$ cat config.mk
export PLATFORM = sky130hd
export DESIGN_NAME = bcd_add_sequencer
export DESIGN_NICKNAME = d
export VERILOG_FILES = /design/src/rtl/bcd_add_sequencer.sv
export SDC_FILE = /design/constraint.sdc
export NUM_CORES = 1
export LEC_CHECK = 0
export ABC_AREA = 1
export CAP_MARGIN = 15
export CORE_UTILIZATION = 45
export CTS_CLUSTER_SIZE = 12
export DETAILED_ROUTE_END_ITERATION = 16
export DONT_BUFFER_PORTS = 1
export GPL_ROUTABILITY_DRIVEN = 0
export PLACE_DENSITY = 0.69
export SYNTH_ARGS = -nofsm -noshare
export SYNTH_HDL_FRONTEND = slang
export SYNTH_SLANG_ARGS = --single-unit
$ cat constraint.sdc
create_clock -name i_clk -period 2.2 [get_ports i_clk]
set_input_delay 0.55 -clock i_clk [delete_from_list [all_inputs] [get_ports i_clk]]
set_output_delay 0.55 -clock i_clk [all_outputs]
set_load 0.02 [all_outputs]
$ cat src/rtl/bcd_add_sequencer.sv
// ---------------------------------------------------------------------------
// bcd_add_sequencer
//
// Two-operand, two-digit BCD adder driven by a single "enter" key. The
// operator enters A, then B; the block adds them one BCD digit per cycle
// (ones in ADD_LO, tens in ADD_HI) and presents a three-digit BCD result.
// With ACCUM=1, each entry made while a result is showing is added to that
// result (running total) until the total reaches 100 or more, at which
// point the next entry reports an overflow error.
//
// Ports
//   i_clk     clock; all state changes on the rising edge
//   i_rst     synchronous, active-high reset (highest priority)
//   i_enter   single-cycle entry strobe (debounced/edge-detected upstream)
//   i_clear   synchronous operator clear (priority over i_enter)
//   i_cin     carry-in, used by the ones-digit add
//   i_digits  [7:4] BCD tens, [3:0] BCD ones
//   o_sum     [11:8] hundreds (0/1), [7:4] tens, [3:0] ones, BCD
//   o_state   current state code (IDLE=0 .. ERR=5)
//   o_busy    high while adding (ADD_LO, ADD_HI)
//   o_done    high while a result is being shown (DONE)
//   o_err     high while in ERR
// ---------------------------------------------------------------------------
module bcd_add_sequencer #(
  parameter int ACCUM = 0
) (
  input  logic        i_clk,
  input  logic        i_rst,
  input  logic        i_enter,
  input  logic        i_clear,
  input  logic        i_cin,
  input  logic [7:0]  i_digits,
  output logic [11:0] o_sum,
  output logic [2:0]  o_state,
  output logic        o_busy,
  output logic        o_done,
  output logic        o_err
);

  typedef enum logic [2:0] {
    IDLE   = 3'd0,
    GET_B  = 3'd1,
    ADD_LO = 3'd2,
    ADD_HI = 3'd3,
    DONE   = 3'd4,
    ERR    = 3'd5
  } state_t;

  localparam bit ACC_EN = (ACCUM != 0);

  state_t      state;
  state_t      state_nxt;
  logic [7:0]  a;
  logic [7:0]  b;
  logic        carry;      // ones-digit carry handed from ADD_LO to ADD_HI
  logic [3:0]  ones;       // ones result held until the tens digit is ready
  logic        digits_ok;
  logic [4:0]  lo;         // {carry, digit} of the ones add
  logic [4:0]  hi;         // {hundreds, digit} of the tens add

  // One BCD digit add: binary sum, then +6 correction when it exceeds 9.
  // The correction wraps mod 16 and the decimal carry comes out on top.
  function automatic logic [4:0] digit_add(input logic [3:0] x,
                                           input logic [3:0] y,
                                           input logic       c);
    logic [4:0] t;
    t = {1'b0, x} + {1'b0, y} + {4'b0000, c};
    if (t > 5'd9) return {1'b1, t[3:0] + 4'd6};
    else          return {1'b0, t[3:0]};
  endfunction

  assign digits_ok = (i_digits[7:4] <= 4'd9) && (i_digits[3:0] <= 4'd9);
  assign lo        = digit_add(a[3:0], b[3:0], i_cin);
  assign hi        = digit_add(a[7:4], b[7:4], carry);

  // State code comes straight from the state register, so no input ever
  // reaches an output combinationally.
  assign o_state = state;

  // Next-state decode for the normal (not reset, not clear) case.
  always_comb begin
    state_nxt = state;
    case (state)
      IDLE: begin
        if (i_enter) begin
          if (digits_ok) state_nxt = GET_B;
          else           state_nxt = ERR;
        end
      end
      GET_B: begin
        if (i_enter) begin
          if (digits_ok) state_nxt = ADD_LO;
          else           state_nxt = ERR;
        end
      end
      // Entries arriving mid-add are dropped, not queued.
      ADD_LO: state_nxt = ADD_HI;
      ADD_HI: state_nxt = DONE;
      DONE: begin
        if (i_enter) begin
          if (!digits_ok) begin
            state_nxt = ERR;
          end else if (ACC_EN) begin
            // A running total of 100+ cannot be a two-digit operand.
            if (o_sum[11:8] != 4'd0) state_nxt = ERR;
            else                     state_nxt = ADD_LO;
          end else begin
            state_nxt = GET_B;
          end
        end
      end
      ERR:     state_nxt = ERR;
      default: state_nxt = IDLE;  // unused codes 6/7 recover to IDLE
    endcase
  end

  always_ff @(posedge i_clk) begin
    // Reset and clear have the same effect; reset simply wins if both are
    // high, and both beat a coincident i_enter.
    if (i_rst || i_clear) begin
      state  <= IDLE;
      a      <= 8'h00;
      b      <= 8'h00;
      carry  <= 1'b0;
      ones   <= 4'h0;
      o_sum  <= 12'h000;
      o_busy <= 1'b0;
      o_done <= 1'b0;
      o_err  <= 1'b0;
    end else begin
      state  <= state_nxt;
      // Status flags are registered alongside the state they describe.
      o_busy <= (state_nxt == ADD_LO) || (state_nxt == ADD_HI);
      o_done <= (state_nxt == DONE);
      o_err  <= (state_nxt == ERR);

      case (state)
        IDLE: begin
          if (i_enter && digits_ok) a <= i_digits;
        end
        GET_B: begin
          if (i_enter && digits_ok) b <= i_digits;
        end
        ADD_LO: begin
          ones  <= lo[3:0];
          carry <= lo[4];
        end
        ADD_HI: begin
          o_sum <= {3'b000, hi[4], hi[3:0], ones};
        end
        DONE: begin
          if (i_enter && digits_ok) begin
            if (ACC_EN) begin
              if (o_sum[11:8] == 4'd0) begin
                a <= o_sum[7:0];
                b <= i_digits;
              end
            end else begin
              a <= i_digits;
            end
          end
        end
        default: ;  // ERR holds everything, including o_sum
      endcase
    end
  end

endmodule

# After elaboration in Yosys (flattened, before gate mapping)
# Index checks and enable logic that the tools add are counted.
# op_classes
add_sub_neg	6
magnitude_cmp	4
n_eq_ne	9
muxes	7
n_reduce_logical	8
# ops
operator	n
one-hot mux 3 bit (5 select lines)	1
equality test 3 x 2 -> 1 bit, second input constant	4
equality test 3 bit, second input constant	4
two-way mux 3 bit	4
adder 4 x 4 -> 5 bit	2
adder 5 x 1 -> 5 bit	2
greater-than comparator 5 x 4 -> 1 bit, second input constant	2
two-way mux 5 bit	2
adder 4 x 3 -> 4 bit, second input constant	2
less-or-equal comparator 4 bit, second input constant	2
AND reduction 2 bit	2
equality test 3 x 1 -> 1 bit, second input constant	1
zero test 3 bit	1
logical AND 1 bit	2
logical OR 1 bit	2
OR reduction 2 bit	1
# word_totals
reg_bits	36
in_bits	13
out_inout_bits	18
word_cells	43

# Longest topological paths before layout
# Gate-level depths: netlist (run 1).
# depth
ltp_word	7
ltp_mapped	15
mapped_depth_nobuf	15

# Least setup slack after synthesis (run 1)
# No wires, ideal clock.
# synth_timing
kind	input-to-reg
startpoint	input i_cin
endpoint	register ones[2]
setup_ns	0.117
arrival_ns	2.234
required_time_ns	2.083
path_slack_ns	-0.151
path_stages	12
n_path_buf	0
path_cell_list	fa_1 -> fa_1 -> inv_1 -> ha_1 -> inv_1 -> nor2_1 -> a21oi_1 -> nand2_1 -> nand3_1 -> nand2_1 -> nor2_1 -> nor2_1
# synth_between
elab_chain_cells	3
word_cells_on_any_way	4
classes_between	2 x add/sub; 1 x order compare; 1 x mux
# synth_lines
element	line	source
start: declaration	31	input logic i_cin,
adder 5 x 1 -> 5 bit *	67	t = {1'b0, x} + {1'b0, y} + {4'b0000, c};
adder 4 x 3 -> 4 bit / greater-than comparator 5 x 4 -> 1 bit (equally long branches)	68	if (t > 5'd9) return {1'b1, t[3:0] + 4'd6};
two-way mux 5 bit *	68	
end signal: assignment	145	ones <= lo[3:0];
end: declaration	56	logic [3:0] ones;
# Every way passes the cells marked *; elsewhere a longest branch is shown, timed or not.
# A chain may end at the register's enable or synchronous reset.

# Worst setup path in the final report (run 1)
# layout_timing
startpoint	register carry
endpoint	register o_sum[7]
# layout_between
elab_chain_cells	3
word_cells_on_any_way	4
classes_between	2 x add/sub; 1 x order compare; 1 x mux
# layout_lines
element	line	source
start: declaration	55	logic carry;
start signal: assignment	146	carry <= lo[4];
adder 5 x 1 -> 5 bit *	67	
adder 4 x 3 -> 4 bit / greater-than comparator 5 x 4 -> 1 bit (equally long branches)	68	
two-way mux 5 bit *	68	
end signal: assignment	149	o_sum <= {3'b000, hi[4], hi[3:0], ones};
end: declaration	33	output logic [11:0] o_sum,
# Marked as above.

==> out/metrics.csv, run 1 <==
stage,metric,value,unit
status,outcome,"finished, violations left",
status,failing checks,negative setup slack,
drt,DR vias/cell,5.067,
drt,Routed WL per cell,12.06,µm
die,FP Rows,23,
drt,# DRC,0,
power_and_ir_drop,clock power share,35.3,%
die,core area,3971,µm²
worst_setup_path,Worst Path Required,2.44,ns
sta,min Tclk post-route,2.232,ns
sta,"Setup violations, final",5,
run,max-cap violations,0,
sta,Tightest Pin Transition,0.5012,ns
clocking,CTS root buf,clkbuf_8,
cells_and_area,share of layout cells above drive strength 1,20.71,%
drt,DRT antenna net count,0,
sta,Slew Limit Fails,0,
sta,clock skew,0.006261,ns
worst_setup_path,Reg2Reg Depth,13,
power_and_ir_drop,combinational fraction of design power,10.8,%
drt,Post-Route WL,3980,µm
cells_and_area,n_diodes,0,
worst_setup_path,FF-to-FF End,o_sum[7],
placed_design,IO Port Bufs,0,
die,I/O pins,31,
cells_and_area,nets,305,
die,Die Span Y,66.30,µm
power_and_ir_drop,Pwr per Cell Area,570.8,nW/µm²
yosys,post-synthesis register bit count,36,
placed_design,worst slack at placement,-0.1748,ns
sta,RSZ-0062 raised after global routing,yes,
sta,final worst path period share,101.5,%
clocking,total CTS buffers,5,
worst_setup_path,end point of the critical path,o_sum[7],
yosys,Netlist cell types,21,
global_route,total grt overflow,0,
die,Die Wd,66.30,µm
worst_setup_path,WP data arrival,2.47,ns
worst_setup_path,R2R Setup Slk,-0.03,ns
power_and_ir_drop,part of the power in registers,53.9,%
cells_and_area,design area,2195,µm²
global_route,antenna violations before repair,0,
power_and_ir_drop,Int Pwr,0.9320,mW
clocking,clk sinks,36,
placed_design,DP HPWL,2864,µm
power_and_ir_drop,switching share of power,25.60,%
yosys,Synth Instances,258,
yosys,syn avg cell area,7.211,µm²
worst_setup_path,Worst setup SP type,register,
clocking,Worst-Skew Late Latency,0.29,ns
die,starting density of the core,46.85,%
worst_setup_path,CP max FO,5,
clocking,Worst-path clk slew,0.07,ns
sta,Slew headroom,66.54,%
global_route,Total Routing Usage GR,20.27,%
placed_design,placed cell area,2017,µm²
drt,Pre-Repair DR Iteration Count,4,
global_route,largest net degree at the start of global routing,29,
global_route,global-route wire length before repair,6624,µm
yosys,register area share after synthesis,38.74,%
worst_setup_path,Setup crit start,carry,
clocking,Longest Clk Path Bufs,2,
drt,vias after detailed routing,1672,
yosys,yosys warns,0,
global_route,vias in the first global route,1537,
worst_setup_path,RR Startpoint,carry,
power_and_ir_drop,leakage,1.004,nW
clocking,CTS tree,done,
worst_setup_path,crit path capture type,register,
sta,final hold vios,0,
clocking,H-tree depth,2,
worst_setup_path,Crit Path Category,register to register,
die,die area,4396,µm²
sta,final worst slack,-0.03217,ns
min_path,HP Class,input pin to register,
sta,Max Fclk,448.0,MHz
cells_and_area,"Core Util, Final",55.26,%
power_and_ir_drop,Max VDD drop,390.6,µV
sta,Worst Hold Slack,0.3972,ns
yosys,Mapped Area,1861,µm²
power_and_ir_drop,sw power,0.3207,mW
drt,detailed router's first-iteration violation count,86,
cells_and_area,"Area growth, synth to finish",17.96,%
power by group through the flow:
stage | logic (mW) | clock network [mW] | registers, mW
after floorplan | 0.0873 | 0 | 0.688
after global placement | 0.116 | 0 | 0.690
after detailed placement | 0.118 | 0 | 0.690
after CTS | 0.125 | 0.453 | 0.675
after global routing | 0.151 | 0.485 | 0.676
final | 0.135 | 0.442 | 0.675
worst min path at each step:
| stage | depth (start not counted) | to | startpoint |
|---|---|---|---|
| floorplan | 2 | o_sum[0] | ones[0] |
| global placement | 2 | o_sum[0] | ones[0] |
| detailed placement | 2 | o_sum[0] | ones[0] |
| CTS | 2 | b[4] | i_digits[4] |
| global route | 2 | a[1] | i_digits[1] |
| finish | 2 | b[4] | i_digits[4] |
cell usage after synthesis:
cell      number  share of area, %
o21bai_1       1              0.40
conb_1         1              0.20
a211oi_1       1              0.40
ha_1           8               5.4
nand2_1       38               7.7
inv_2          2              0.40
buf_4          4               1.6
nand3_2        1              0.54
nor2_4         1              0.61
fa_1           4               4.3
nor3_4         3               2.6
inv_1         35               7.1
dfxtp_1       36                39
a21oi_1       22               5.9
nor2_1        45               9.1
buf_1          1              0.20
nor3_1         1              0.27
o21ai_0       29               7.8
nand3_1       23               6.2
or2_2          1              0.34
buf_2          1              0.27
per-layer routing:
metal  track usage [%]  part of all wire (%)  vias up
met5                 0                     0        -
met4             8.511                   1.7        0
met3             6.034                   3.9        7
met2             35.08                    50       29
met1             22.94                    45      771
li1                  -                     -      865
cell families (layout without fill, tap and decap cells):
family,count (synthesis),in the layout,synth area share [%]
buf+inv,43,63,9.549
fa+ha+maj,12,12,9.684
other cells,1,3,0.2016
simple gates,113,113,27.30
compound gates,53,53,14.53
flops,36,36,38.74
sequential cells by signal (all words and copies together), names as in the netlist:
register  flops
ones          4
o_done        1
b             8
o_err         1
o_busy        1
o_sum         9
o_state       3
a             8
carry         1
worst max-delay path: stages, from the launching register on:
cell and delay [ns]:
dfxtp_2 0.33, fa_2 0.42, fa_2 0.58, inv_2 0.05, ha_4 0.15, inv_2 0.06, nor2_1 0.04, a21oi_1 0.11
nand2_1 0.11, nand2_2 0.12, nand2_1 0.06, nand3_1 0.07, nand2_1 0.05, inv_1 0.04
repair_timing:
item | 4_1_cts | 5_1_grt
gates cloned | 0 | 0
setup endpoints to repair | 6 | 8
hold buffers | 0 | 0
pin swaps | 5 | 11
gates resized for setup | 10 | 10
buffers inserted | 2 | 3
metrics by stage:
stage	TNS [ns]	cells	total power, mW
final	-0.1151	330	1.253
after global routing	-0.9285	330	1.312
after CTS	-0.004525	327	1.253
after detailed placement	-1.036	318	0.8087
after global placement	-0.9059	318	0.8063
after floorplan	-0.2696	260	0.7757
layout make-up:
type                            count  area [µm²]
Sequential cell                    36       723.2
Inverter                           37       138.9
Multi-Input combinational cell    181        1050
Clock buffer                        6       72.57
Timing Repair Buffer               19       142.6
Tap cell                           50       62.56
Clock inverter                      1       5.005
Fill cell                         372        1777
cells in the final DEF, fill, tap and decap left out, drive strengths merged:
cell type	instances
nand3	24
nand2	38
fa	4
conb	3
a21oi	22
ha	8
inv	37
clkbuf	6
nor3	4
dfxtp	36
o21bai	1
buf	19
or2	1
nor2	46
o21ai	29
clkinv	1
a211oi	1
(Power assumes the default switching activity.)
==> inputs of run 2 (changes only) <==
--- a/config.mk
+++ b/config.mk
@@ -12,7 +12,8 @@
 export DETAILED_ROUTE_END_ITERATION = 16
 export DONT_BUFFER_PORTS = 1
 export GPL_ROUTABILITY_DRIVEN = 0
-export PLACE_DENSITY = 0.69
+export PLACE_DENSITY = 0.67
+export REMOVE_ABC_BUFFERS = 1
 export SYNTH_ARGS = -nofsm -noshare
 export SYNTH_HDL_FRONTEND = slang
 export SYNTH_SLANG_ARGS = --single-unit
==> constraint.sdc (replaced) <==
create_clock -name i_clk -period 2.31 [get_ports i_clk]
set_input_delay 0.5775 -clock i_clk [delete_from_list [all_inputs] [get_ports i_clk]]
set_output_delay 0.5775 -clock i_clk [all_outputs]
set_load 0.02 [all_outputs]
==> run 2 against run 1 <==
The flow now finishes without violations. Die area stayed put. Highest routed layer unchanged. Fmax is 1.9% lower. Largest power group unchanged. Clock skew is 0.0033 ns higher. Global-route usage is 0.94 points lower. Sequential power is 4.7% lower.
==> out/metrics.csv, run 2 (synthesis results as in run 1) <==
stage,metric,value,unit,change
status,outcome,"finished, final reports clean",,
global_route,largest net degree at the start of global routing,29,,unchanged
power_and_ir_drop,Total Power,1.372,mW,+9.5%
cells_and_area,Filler cells,386,,+3.8%
die,Die Span Y,66.30,µm,unchanged
clocking,Worst-Skew Late Latency,0.29,ns,about the same
sta,final hold vios,0,,unchanged
die,die area,4396,µm²,unchanged
sta,Slew Limit Fails,0,,unchanged
sta,RSZ-0062 raised after global routing,yes,,
drt,vias after detailed routing,1659,,-0.78%
cells_and_area,"commonest non-fill, non-tap cell in the layout",nor2_1,,
cells_and_area,Largest regs,"o_sum x9, a x8, b x8",,
cells_and_area,"Core Util, Final",56.05,%,+0.79 points
global_route,global-route wire length before repair,6451,µm,-2.6%
drt,Post-Route WL,3851,µm,-3.2%
worst_setup_path,WP buf/inv,3,,unchanged
cells_and_area,n_diodes,0,,unchanged
cells_and_area,design area,2226,µm²,+1.4%
worst_setup_path,slowest CP cell,fa_2,,
clocking,clk sinks,36,,unchanged
worst_setup_path,CP max FO,5,,unchanged
cells_and_area,nets,302,,-0.98%
placed_design,Cells after DPL,317,,-0.31%
drt,DR vias/cell,5.058,,-0.17%
cells_and_area,most frequent cells in the layout,"nor2_1 (43), nand2_1 (33), dfxtp_1 (33), inv_1 (31), o21ai_0 (29)",,
clocking,Worst-path clk slew,0.07,ns,about the same
power_and_ir_drop,Pwr per Cell Area,616.2,nW/µm²,+8.0%
sta,"Setup violations, final",0,,-5
cells_and_area,Largest Register,o_sum,,
die,I/O pins,31,,unchanged
die,core area,3971,µm²,unchanged
drt,# DRC,0,,unchanged
worst_setup_path,CP max stage delay,0.41,ns,-0.17 ns
global_route,vias in the first global route,1575,,+2.5%
die,Die Wd,66.30,µm,unchanged
global_route,total grt overflow,0,,unchanged
worst_setup_path,Worst Path Required,2.50,ns,+0.06 ns
sta,final worst path period share,98.53,%,-2.9 points
power_and_ir_drop,Max VDD drop,397.3,µV,+1.7%
placed_design,worst slack at placement,-0.1981,ns,-0.02337 ns
clocking,Longest Clk Path Bufs,2,,unchanged
drt,detailed router's first-iteration violation count,36,,-58%
clocking,total CTS buffers,5,,unchanged
worst_setup_path,Crit Path Category,register to register,,
placed_design,placed cell area,1989,µm²,-1.4%
clocking,CTS tree,done,,
die,FP Rows,23,,unchanged
drt,Pre-Repair DR Iteration Count,4,,unchanged
clocking,H-tree depth,2,,unchanged
sta,final setup TNS,0,ns,+0.1151 ns
cells_and_area,share of layout cells above drive strength 1,20.14,%,-0.57 points
die,starting density of the core,46.85,%,unchanged
min_path,HP Class,input pin to register,,
run,max-cap violations,0,,unchanged
sta,Worst Hold Slack,0.4268,ns,+0.02962 ns
drt,Routed WL per cell,11.74,µm,-2.7%
worst_setup_path,crit path capture type,register,,
power_and_ir_drop,leakage,1.013,nW,+0.94%
cells_and_area,fin cells,328,,-0.61%
cells_and_area,storage element area,724.4,µm²,+0.17%
cells_and_area,Largest register FFs,9,,unchanged
sta,final worst slack,0.03384,ns,+0.06601 ns
global_route,Total Routing Usage GR,19.33,%,-0.94 points
clocking,CTS root buf,clkbuf_8,,
sta,clock skew,0.009582,ns,+0.003321 ns
placed_design,DP HPWL,2805,µm,-2.1%
global_route,antenna violations before repair,0,,unchanged
cells_and_area,area of the multi-input gates,1051,µm²,+0.12%
worst_setup_path,Worst setup SP type,register,,
sta,min Tclk post-route,2.276,ns,+0.04399 ns
cells_and_area,"Area growth, synth to finish",19.64,%,
placed_design,IO Port Bufs,0,,unchanged
worst_setup_path,WP data arrival,2.46,ns,about the same
worst_setup_path,cells along the critical path,"fa_2, fa_2, inv_1, nand2_1, nand2_2, ha_4, inv_2, nor2_1, a21oi_1, nand2_1, nand2_2, nand2_2, nand3_2, nand2_1, inv_1",,
worst_setup_path,"CP delay by family, top",adder cells,,
drt,DRT antenna net count,0,,unchanged
sta,Max Fclk,439.3,MHz,-1.9%
## run 2: worst register-to-register path, stage by stage, from the launching register on
cell and delay (ns):
dfxtp_2 0.33, fa_2 0.41, fa_2 0.40, inv_1 0.07, nand2_1 0.07, nand2_2 0.09, ha_4 0.14, inv_2 0.03
nor2_1 0.09, a21oi_1 0.05, nand2_1 0.11, nand2_2 0.11, nand2_2 0.10, nand3_2 0.06, nand2_1 0.09, inv_1 0.03
## run 2: final timing paths
kind | startpoint | to | slack, ns | depth (start not counted)
setup / recovery | carry | o_sum[7] | 0.03 | 15
hold / removal | i_digits[2] | a[2] | 0.43 | 2
setup reg to reg | carry | o_sum[7] | 0.03 | 15
hold reg to reg | ones[0] | o_sum[0] | 0.45 | 2
## run 2: layer usage
metal | wire length [µm] | GRT usage [%] | up-vias
met5 | 0 | 0 | -
met3 | 154 | 5.172 | 6
met1 | 1720 | 20.85 | 769
li1 | - | - | 862
met4 | 63 | 8.511 | 0
met2 | 1913 | 34.95 | 22
## run 2: power breakdown
group | switching [mW] | internal [mW]
clock network | 0.221 | 0.381
registers | 0.0129 | 0.630
logic | 0.0754 | 0.0515
total | 0.309 | 1.06
## run 2: cell type report
cell class              count  share of cell area (%)
multi-input cells         181                   47.22
clock buffers               7                   4.328
inverters                  37                   6.352
repair buffers             16                   5.396
clock inverters             1                   1.349
flip-flops and latches     36                   32.55
well taps                  50                   2.811
## run 2: repair_timing
item / 4_1_cts / 5_1_grt
buffers inserted: 0 / 3
endpoints found under the setup margin: 7 / 8
hold buffers: 0 / 0
pin swaps: 1 / 12
resized for setup: 4 / 25
